### src/rtl/pacman_direction_ctrl.sv
// rtl/pacman_direction_ctrl.sv - debounced four-button direction command generator
// Buttons are synchronized, debounced and edge-detected; a two-state FSM holds the winning direction.
module pacman_direction_ctrl #(
  parameter int DEBOUNCE_CYCLES = 4,
  parameter int TICK_DIV        = 8,
  parameter int HOLD_TICKS      = 3
) (
  input  logic clk,
  input  logic reset,
  input  logic enable,
  input  logic btnL,
  input  logic btnU,
  input  logic btnR,
  input  logic btnD,
  input  logic consumed,
  output logic Left,
  output logic Up,
  output logic Right,
  output logic Down,
  output logic dirValid,
  output logic moveTick
);

  localparam int DW = (DEBOUNCE_CYCLES > 1) ? $clog2(DEBOUNCE_CYCLES) : 1;
  localparam int TW = (TICK_DIV > 1) ? $clog2(TICK_DIV) : 1;
  localparam int HW = (HOLD_TICKS > 1) ? $clog2(HOLD_TICKS) : 1;

  typedef enum logic {IDLE, HOLD} state_t;

  logic [3:0] raw;
  logic [3:0] sync1;
  logic [3:0] sync2;
  logic [3:0] deb;
  logic [3:0] deb_d;
  logic [3:0] press;
  logic [3:0] winner;

  state_t        state_q, state_n;
  logic [3:0]    dir_q, dir_n;
  logic [HW-1:0] hold_q, hold_n;
  logic [TW-1:0] tick_cnt;
  logic          dir_valid_q;

  // Bit order throughout: 0 Left, 1 Up, 2 Right, 3 Down.
  assign raw = {btnD, btnR, btnU, btnL};

  always_ff @(posedge clk) begin
    if (reset) begin
      sync1 <= '0;
      sync2 <= '0;
      deb_d <= '0;
    end else begin
      sync1 <= raw;
      sync2 <= sync1;
      deb_d <= deb;
    end
  end

  genvar g;
  generate
    for (g = 0; g < 4; g++) begin : g_deb
      logic [DW-1:0] dcnt;
      always_ff @(posedge clk) begin
        if (reset) begin
          deb[g] <= 1'b0;
          dcnt   <= '0;
        end else if (sync2[g] != deb[g]) begin
          if (dcnt == DW'(DEBOUNCE_CYCLES - 1)) begin
            deb[g] <= sync2[g];
            dcnt   <= '0;
          end else begin
            dcnt <= dcnt + 1'b1;
          end
        end else begin
          dcnt <= '0;
        end
      end
    end
  endgenerate

  assign press = deb & ~deb_d;

  always_comb begin
    winner = 4'b0000;
    if (press[0])      winner = 4'b0001;
    else if (press[1]) winner = 4'b0010;
    else if (press[2]) winner = 4'b0100;
    else if (press[3]) winner = 4'b1000;
  end

  always_ff @(posedge clk) begin
    if (reset) begin
      tick_cnt <= '0;
      moveTick <= 1'b0;
    end else begin
      moveTick <= (tick_cnt == TW'(TICK_DIV - 1));
      tick_cnt <= (tick_cnt == TW'(TICK_DIV - 1)) ? '0 : tick_cnt + 1'b1;
    end
  end

  always_ff @(posedge clk) begin
    if (reset) begin
      state_q     <= IDLE;
      dir_q       <= '0;
      hold_q      <= '0;
      dir_valid_q <= 1'b0;
    end else begin
      state_q     <= state_n;
      dir_q       <= dir_n;
      hold_q      <= hold_n;
      dir_valid_q <= |dir_n;
    end
  end

  // A new press outranks consumed and expiry; disable outranks everything.
  always_comb begin
    state_n = state_q;
    dir_n   = dir_q;
    hold_n  = hold_q;
    if (!enable) begin
      state_n = IDLE;
      dir_n   = '0;
      hold_n  = '0;
    end else if (|press) begin
      state_n = HOLD;
      dir_n   = winner;
      hold_n  = '0;
    end else if (state_q == HOLD) begin
      if (consumed) begin
        state_n = IDLE;
        dir_n   = '0;
        hold_n  = '0;
      end else if (moveTick) begin
        if (hold_q == HW'(HOLD_TICKS - 1)) begin
          state_n = IDLE;
          dir_n   = '0;
          hold_n  = '0;
        end else begin
          hold_n = hold_q + 1'b1;
        end
      end
    end
  end

  assign Left     = dir_q[0];
  assign Up       = dir_q[1];
  assign Right    = dir_q[2];
  assign Down     = dir_q[3];
  assign dirValid = dir_valid_q;

endmodule

### config.mk
export PLATFORM = sky130hd
export DESIGN_NAME = pacman_direction_ctrl
export DESIGN_NICKNAME = d
export VERILOG_FILES = /design/src/rtl/pacman_direction_ctrl.sv
export SDC_FILE = /design/constraint.sdc
export NUM_CORES = 1
export LEC_CHECK = 0
export BUFFER_PORTS_ARGS = -buffer_cell sky130_fd_sc_hd__buf_2
export CORE_MARGIN = 1.5
export CORE_UTILIZATION = 50
export CTS_BUF_LIST = sky130_fd_sc_hd__clkbuf_2 sky130_fd_sc_hd__clkbuf_4 sky130_fd_sc_hd__clkbuf_8
export CTS_CLUSTER_SIZE = 14
export DETAILED_ROUTE_END_ITERATION = 10
export PLACE_DENSITY = 0.8
export SLEW_MARGIN = 40
export SYNTH_ARGS = -nofsm -noshare
export SYNTH_HDL_FRONTEND = slang
export SYNTH_SLANG_ARGS = --single-unit
### constraint.sdc
create_clock -name clk -period 2.3 [get_ports clk]
set_input_delay 0.46 -clock clk [delete_from_list [all_inputs] [get_ports clk]]
set_output_delay 0.46 -clock clk [all_outputs]
set_load 0.01 [all_outputs]
==> results of run 1 <==
-- cells in the mapped netlist, types with 2 or more instances --
cell type	number	area, sq um
nor2b_1	15	93.8
a21oi_1	4	20.0
clkbuf_1	2	7.51
nor2_1	15	56.3
inv_1	4	15.0
nand2b_4	2	27.5
dfxtp_1	36	721
or3_1	4	25.0
nor3_1	4	20.0
and2b_1	2	15.0
ha_1	6	75.1
a31oi_1	2	12.5
nor3b_1	2	15.0
xnor2_1	4	35.0
nor2_2	2	12.5
mux2i_1	5	50.1
-- final cells by class --
type                       count  area, sq um  area share
sequential                    36          721       0.496
timing repair buffer          14         72.6      0.0499
clock buffer                   6         51.3      0.0353
inverter                       4         15.0      0.0103
multi-input combinational     77          547       0.376
clock inverter                 2         10.0     0.00688
tap                           30         37.5      0.0258
-- per-layer routing --
metal  up-vias  GRT usage  part of all wire
met4         0      0.115             0.020
met2        24      0.254              0.44
met5         -          0                 0
li1        438          -                 -
met3         5     0.0583             0.063
met1       370      0.190              0.48
-- metrics by stage --
step | cells | worst slack (ns) | total power (W) | area [sq um] | hold slack [ns]
after floorplan | 119 | 1.04 | 0.000680 | 1290 | 0.397
after CTS | 169 | 0.966 | 0.00104 | 1450 | 0.326
after global placement | 161 | 0.911 | 0.000691 | 1390 | 0.404
after detailed placement | 161 | 0.876 | 0.000695 | 1390 | 0.410
after global routing | 169 | 0.922 | 0.00107 | 1450 | 0.319
final | 169 | 0.975 | 0.00103 | 1450 | 0.336
-- kinds of logic after synthesis --
group,count (synthesis),share of synthesized area
buffers and inverters,6,0.0175
XOR/XNOR,4,0.0272
AO/OA/AOI/OAI,10,0.0485
adder cells (fa/ha/maj),6,0.0582
AND/OR/NAND/NOR,52,0.251
flip-flops,36,0.559
multiplexers,5,0.0388
-- worst max path at each step --
stage                         from         to  slack (ns)  cells after the start
after floorplan              reset  hold_q[1]        1.04                      4
after global placement       reset  hold_q[1]        0.91                      5
after global routing      moveTick   moveTick        0.92                      1
final                     moveTick   moveTick        0.98                      1
after detailed placement     reset  hold_q[0]        0.88                      5
after CTS                 moveTick   moveTick        0.97                      1
-- flip-flops by register name (all words and copies together), names as in the netlist --
signal	count
tick_cnt	3
dir_q	4
deb	4
sync2	4
deb_d	4
g_deb.dcnt	8
hold_q	2
dirValid	1
moveTick	1
sync1	4
state_q	1
-- where the power goes --
| group | switching [W] | total (W) | internal (W) |
|---|---|---|---|
| Clock | 0.000201 | 0.000346 | 0.000145 |
| Combinational | 0.0000173 | 0.0000378 | 0.0000205 |
| Sequential | 0.00000564 | 0.000642 | 0.000636 |
==> impl_metrics.yaml, run 1 <==
worst_setup_path:
  max_stage_delay_ns: 0.39
  r2r_cells: 4
  r2r_start: "deb[1]"
  critPathLaunchType: "flop"
  cp_top_family: "flip-flops"
  slowest_stage: "dfxtp_1"
  cp_max_fo: 4
  cp.arrival_ns: 0.86
  worstSetupEndpointType: "output pin"
  required_ns: 1.84
  path_class: "flop to output pin"
  reg2reg_slack_ns: 1.08
  worstPathCellList: "buf_2"
  r2r-end: "hold_q[0]"
  path_buf_inv: 1
die:
  die-area_sq_mm: 0.00289
  core_area_sq_mm: 0.00245
  row_count: 18
  initial_core_util: 0.525
  fp.dieW_um: 53.8
  num_io_pins: 14
  die_h_um: 53.8
synth:
  synth_flop_cell: "dfxtp_1"
  synth_edf_count: 0
  synth.avg_cell_area_sq_um: 10.8
  synth_cells: 119
  synth_cell_types: 26
  synth_area_sq_mm: 0.00129
  synth.yosys.seq_area_share: 0.559
  ys_warn_count: 0
  synth-seq-cells: 36
  synth-async-reset-ratio: 0
  synth.net_count: 133
hold_path:
  hold_class: "input port to flop"
  hold_path.startpoint: "btnR"
  holdPathEnd: "sync1[2]"
  hold_path_depth: 2
power:
  p_leak_nw: 0.607
  p_per_area_mw_per_mm2: 706
  peakVddDrop_mv: 0.536
grt:
  grt.total_usage: 0.165
  gr-total-overflow: 0
  grt_max_degree: 25
  antenna_found_initial: 0
  grt_pass1_wl_mm: 3.24
  grt_pass1_vias: 777
cells_and_area:
  layout_commonest_cell: "dfxtp_1"
  fillers: 209
  final_cell_mix: "dfxtp_1 (36), nor2b_1 (15), nor2_1 (15)"
  drive_gt1_frac: 0.209
  area_delta_synth_final_pct: 12.7
  antenna_cells: 0
  finalNetCount: 152
  final_util: 0.592
cts:
  clock_latency_ns: 0.33
  cts-buffers-inserted: 5
  cts_setup_buffers: 0
  clockBufferDepth: 2
  cts.root.buffer_cell: "clkbuf_4"
  clock-sinks: 36
  htreeDepth: 2
  cts_hold_buffers: 0
  cts_resized: 0
  cts_tree: "yes"
  clkTransAtPathRegs_ns: 0.10
detailed_routing:
  drc: 0
  wl_mm: 1.90
  drt_pre_antenna_iters: 4
  via_count: 837
  ant_nets: 0
  wl_per_cell_um: 11.2
  dr.first_iter.drc_count: 10
  via_per_inst: 4.95
sta:
  hold_viol_final: 0
  rsz0062_at_grt: "false"
  clock.fmax_ghz: 0.755
  setup_violations: 0
  final_max_slew_viol_count: 0
  period_needed_ns: 1.32
  finClkSkew_ns: 0.00562
  finalCritPeriodShare: 0.576
  worstMarginPinSlew_ns: 0.381
  fin_setup_tns_ns: 0
  relSlewSlack: 0.743
placement:
  gp_congestion: 0.741
  dp.final_hpwl_mm: 1.35
  io_buffers: 13
run:
  cap_violations: 0
run_status:
  status: "finished clean"
No activity file was read; power rests on OpenSTA's default activity.
==> inputs of run 2 (changes only) <==
- PLACE_DENSITY: 0.8 -> 0.82
- clock period: 2.3 -> 1.2 ns (I/O delays scaled with it)
==> run 2 against run 1 <==
Effect of this change: worst setup slack lost 0.93 ns; cell count grew 2.4%; via count grew 5.1%; flip-flop and latch count is the same; hold slack lost 0.22 ns; power grew 110%; die area is the same.
==> impl_metrics.yaml, run 2 (synthesis gave the netlist of run 1 again) <==
cells_and_area:
  layout_commonest_cell: "dfxtp_1"
  fillers: 179
  regArea_sq_um: 724
  area_delta_synth_final_pct: 18.6
  finalNetCount: 156
  multi_input_area_sq_um: 571
  largest_reg_flops: 8
  final_cell_mix: "dfxtp_1 (33), nor2b_1 (14), nor2_1 (14)"
  drive_gt1_frac: 0.273
  final_cell_area_sq_mm: 0.00153
  top_register: "g_deb.dcnt"
  antenna_cells: 0
sta:
  rsz0062_at_grt: "false"
  setup_violations: 0
  fin_setup_tns_ns: 0
  relSlewSlack: 0.755
  period_needed_ns: 1.15
  final.setup.worst_slack_ns: 0.0464
  finalCritPeriodShare: 0.961
  clock.fmax_ghz: 0.867
  final_max_slew_viol_count: 0
  finClkSkew_ns: 0.0118
  worstMarginPinSlew_ns: 0.363
  hold_viol_final: 0
  whs_ns: 0.112
grt:
  grt_util_met1: 0.158
  top_usage_layer: "met2"
  grt.total_usage: 0.167
  grt_max_degree: 16
  met2_usage: 0.291
  gr-total-overflow: 0
  use_met3: 0.0583
  grt_pass1_vias: 828
  grt_pass1_wl_mm: 3.25
  antenna_found_initial: 0
cts:
  cts_tree: "yes"
  clkTransAtPathRegs_ns: 0.11
  clock_latency_ns: 0.34
  clockBufferDepth: 2
  htreeDepth: 2
  clock-sinks: 36
  cts-buffers-inserted: 5
  cts.root.buffer_cell: "clkbuf_4"
power:
  p_leak_nw: 0.640
  power.total_w: 0.00215
  peakVddDrop_mv: 1.07
  p_per_area_mw_per_mm2: 1410
placement:
  place_ws_ns: 0.0198
  dp.final_hpwl_mm: 1.51
  placed_area_sq_mm: 0.00142
  io_buffers: 13
  gp_congestion: 0.761
worst_setup_path:
  critPathLaunchType: "flop"
  worstSetupEndpointType: "flop"
  path_class: "flop to flop"
  cp_max_fo: 4
  required_ns: 1.48
  cp.arrival_ns: 1.43
detailed_routing:
  via_count: 880
  drc: 0
  ant_nets: 0
  dr.first_iter.drc_count: 9
  wl_per_cell_um: 12.0
  drt_pre_antenna_iters: 4
  wl_mm: 2.07
  via_per_inst: 5.09
die:
  initial_core_util: 0.525
  num_io_pins: 14
  die_h_um: 53.8
  row_count: 18
  fp.dieW_um: 53.8
  die-area_sq_mm: 0.00289
  core_area_sq_mm: 0.00245
run:
  cap_violations: 0
run_status:
  status: "finished clean"
hold_path:
  hold_class: "input port to flop"
run 2: repair_timing:
item                       4_1_cts  5_1_grt
hold buffers                     0        0
buffers inserted                 0        1
setup endpoints to repair        0        6
gates resized for setup          0        8
run 2: worst paths after layout:
| check | from | endpoint | slack, ns | cells after the start |
|---|---|---|---|---|
| setup / recovery | deb[1] | hold_q[0] | 0.05 | 4 |
| setup reg to reg | deb[1] | hold_q[0] | 0.05 | 4 |
| hold / removal | btnL | sync1[0] | 0.11 | 2 |
| hold reg to reg | g_deb[2].dcnt[0] | g_deb[2].dcnt[0] | 0.43 | 1 |
run 2: per-layer routing:
| metal | part of all wire | wire [um] |
|---|---|---|
| met1 | 0.42 | 875 |
| met2 | 0.50 | 1040 |
| met3 | 0.053 | 110 |
| met4 | 0.023 | 48 |
| met5 | 0 | 0 |
run 2: per-stage QoR:
stage / util / instances
after detailed placement: 0.576 / 164
after floorplan: - / 119
final: 0.623 / 173
after CTS: 0.609 / 172
after global placement: 0.576 / 164
after global routing: 0.623 / 173
run 2: worst max-delay path, stage by stage, from the launching register on:
cell,delay (ns)
dfxtp_2,0.34
nor2b_4,0.13
or3_4,0.37
nand2b_4,0.16
nor2_2,0.09
run 2: layout make-up:
| type | instances | share of cell area |
|---|---|---|
| repair buffers | 18 | 0.0670 |
| multi-input cells | 77 | 0.373 |
| flip-flops and latches | 36 | 0.473 |
| clock inverters | 2 | 0.0229 |
| inverters | 4 | 0.00981 |
| well taps | 30 | 0.0245 |
| clock buffers | 6 | 0.0294 |
run 2: power breakdown:
group	switching [W]	internal, W	total (W)
Combinational	0.0000359	0.0000443	0.0000802
Clock	0.000381	0.000459	0.000841
Sequential	0.0000108	0.00122	0.00123
==> inputs of run 3 (changes only) <==
- SETUP_SLACK_MARGIN: not set -> 0.3
==> run 3 against run 2 <==
Effect of this change: first-iteration DRC count rose by 22%; clock skew fell by 0.0030 ns; critical path depth fell by 1; critical endpoint is now state_q.
==> impl_metrics.yaml, run 3 (synthesis gave the netlist of run 1 again) <==
detailed_routing:
  via_count: 917
  drc: 0
  dr.first_iter.drc_count: 11
  drt_pre_antenna_iters: 4
  wl_per_cell_um: 12.8
  ant_nets: 0
  wl_mm: 2.35
  via_per_inst: 5.01
worst_setup_path:
  worstSetupEndpointType: "flop"
  worstPathCellList: "and3b_2 > or3b_4 > a21oi_2"
  slowest_stage: "or3b_4"
  cp_top_family: "simple AND/OR/NAND/NOR gates"
  cp.arrival_ns: 1.42
  required_ns: 1.46
  cp_max_fo: 4
  max_stage_delay_ns: 0.39
  path_buf_inv: 0
  reg2reg_slack_ns: 0.04
  critPathLaunchType: "flop"
  path_class: "flop to flop"
grt:
  grt_max_degree: 18
  gr-total-overflow: 0
  grt_pass1_vias: 852
  grt.total_usage: 0.176
  grt_pass1_wl_mm: 3.52
  antenna_found_initial: 0
sta:
  setup_violations: 0
  period_needed_ns: 1.16
  clock.fmax_ghz: 0.864
  finalCritPeriodShare: 0.964
  relSlewSlack: 0.787
  rsz0062_at_grt: "true"
  worstMarginPinSlew_ns: 0.317
  hold_viol_final: 0
  final_max_slew_viol_count: 0
  finClkSkew_ns: 0.00889
cells_and_area:
  final_util: 0.739
  fin_cells: 183
  fillers: 172
  multi_input_area_sq_um: 732
  regArea_sq_um: 743
  finalNetCount: 166
  area_delta_synth_final_pct: 40.6
  final_cell_mix: "dfxtp_2 (18), dfxtp_1 (18), nor2b_1 (14)"
  drive_gt1_frac: 0.582
  top_register: "g_deb.dcnt"
  largest_reg_flops: 8
  antenna_cells: 0
hold_path:
  hold_class: "input port to flop"
cts:
  cts_hold_buffers: 0
  clock-sinks: 36
  clock_latency_ns: 0.32
  htreeDepth: 2
  cts-buffers-inserted: 5
  cts_tree: "yes"
  clockBufferDepth: 2
  cts.root.buffer_cell: "clkbuf_4"
  clkTransAtPathRegs_ns: 0.10
placement:
  dpl.cell_count: 164
  io_buffers: 13
  gp_congestion: 0.665
  dp.final_hpwl_mm: 1.40
power:
  p_int_w: 0.00161
  switchingPower_w: 0.000410
  pwr-share-comb: 0.049
  pwr-share-clk: 0.339
  peakVddDrop_mv: 0.949
  p_per_area_mw_per_mm2: 1110
  p_leak_nw: 0.702
  power_frac_seq: 0.612
  switching_share: 0.202
  power.total_w: 0.00202
die:
  core_area_sq_mm: 0.00245
  die-area_sq_mm: 0.00289
  die_h_um: 53.8
  num_io_pins: 14
  fp.dieW_um: 53.8
  row_count: 18
  initial_core_util: 0.525
run_status:
  status: "finished clean"
run:
  cap_violations: 0
run 3: cell count changes in the layout (fill, tap and decap cells not counted), sizes merged:
cell,before,now
buf,18,28
clkbuf,6,8
bufinv,1,0
clkinv,1,0
run 3: per-layer routing:
layer,track usage,up-vias,wire length [um]
li1,-,466,-
met1,0.192,422,914
met2,0.307,23,1260
met3,0.0667,6,125
met4,0.0641,0,48
met5,0,-,0
run 3: area by class of cell:
class                           count  area share
Clock buffer                        8      0.0366
Inverter                            4     0.00828
Multi-Input combinational cell     77       0.403
Sequential cell                    36       0.410
Tap cell                           30      0.0207
Timing Repair Buffer               28       0.121
run 3: worst paths after layout:
path                    startpoint               end  cells past startpoint
setup reg to reg          moveTick           state_q                      3
setup / recovery          moveTick           state_q                      3
hold / removal                btnD          sync1[3]                      2
hold reg to reg   g_deb[3].dcnt[0]  g_deb[3].dcnt[0]                      1
run 3: worst register-to-register path, delay by kind of cell, from the launching register on:
| kind | cells | cell delay, ns |
|---|---|---|
| AOI/OAI and AO/OA | 1 | 0.13 |
| DFF | 1 | 0.34 |
| and+or+nand+nor | 2 | 0.63 |
run 3: timing repair:
item | in CTS | in global routing
hold endpoints to repair | 0 | 0
pin swaps | 5 | 12
resized for setup | 27 | 22
buffers inserted | 7 | 4
endpoints found under the setup margin | 25 | 29
run 3: power groups by stage:
stage	Clock, W	Sequential (W)	Combinational [W]
2_1_floorplan	0	0.00126	0.0000540
3_3_place_gp	0	0.00126	0.0000796
3_5_place_dp	0	0.00126	0.0000849
4_1_cts	0.000701	0.00124	0.0000907
5_1_grt	0.000764	0.00124	0.000112
6_report	0.000685	0.00124	0.0000996
run 3: through the flow:
step                      area (sq um)  hold WS, ns  TNS (ns)  setup slack [ns]
after global routing              1810        0.128  -0.00617          -0.00617
after detailed placement          1460        0.413         0            0.0199
after global placement            1460        0.410         0            0.0625
final                             1810        0.125         0            0.0427
after CTS                         1670        0.117         0            0.0816
after floorplan                   1340        0.368         0             0.131
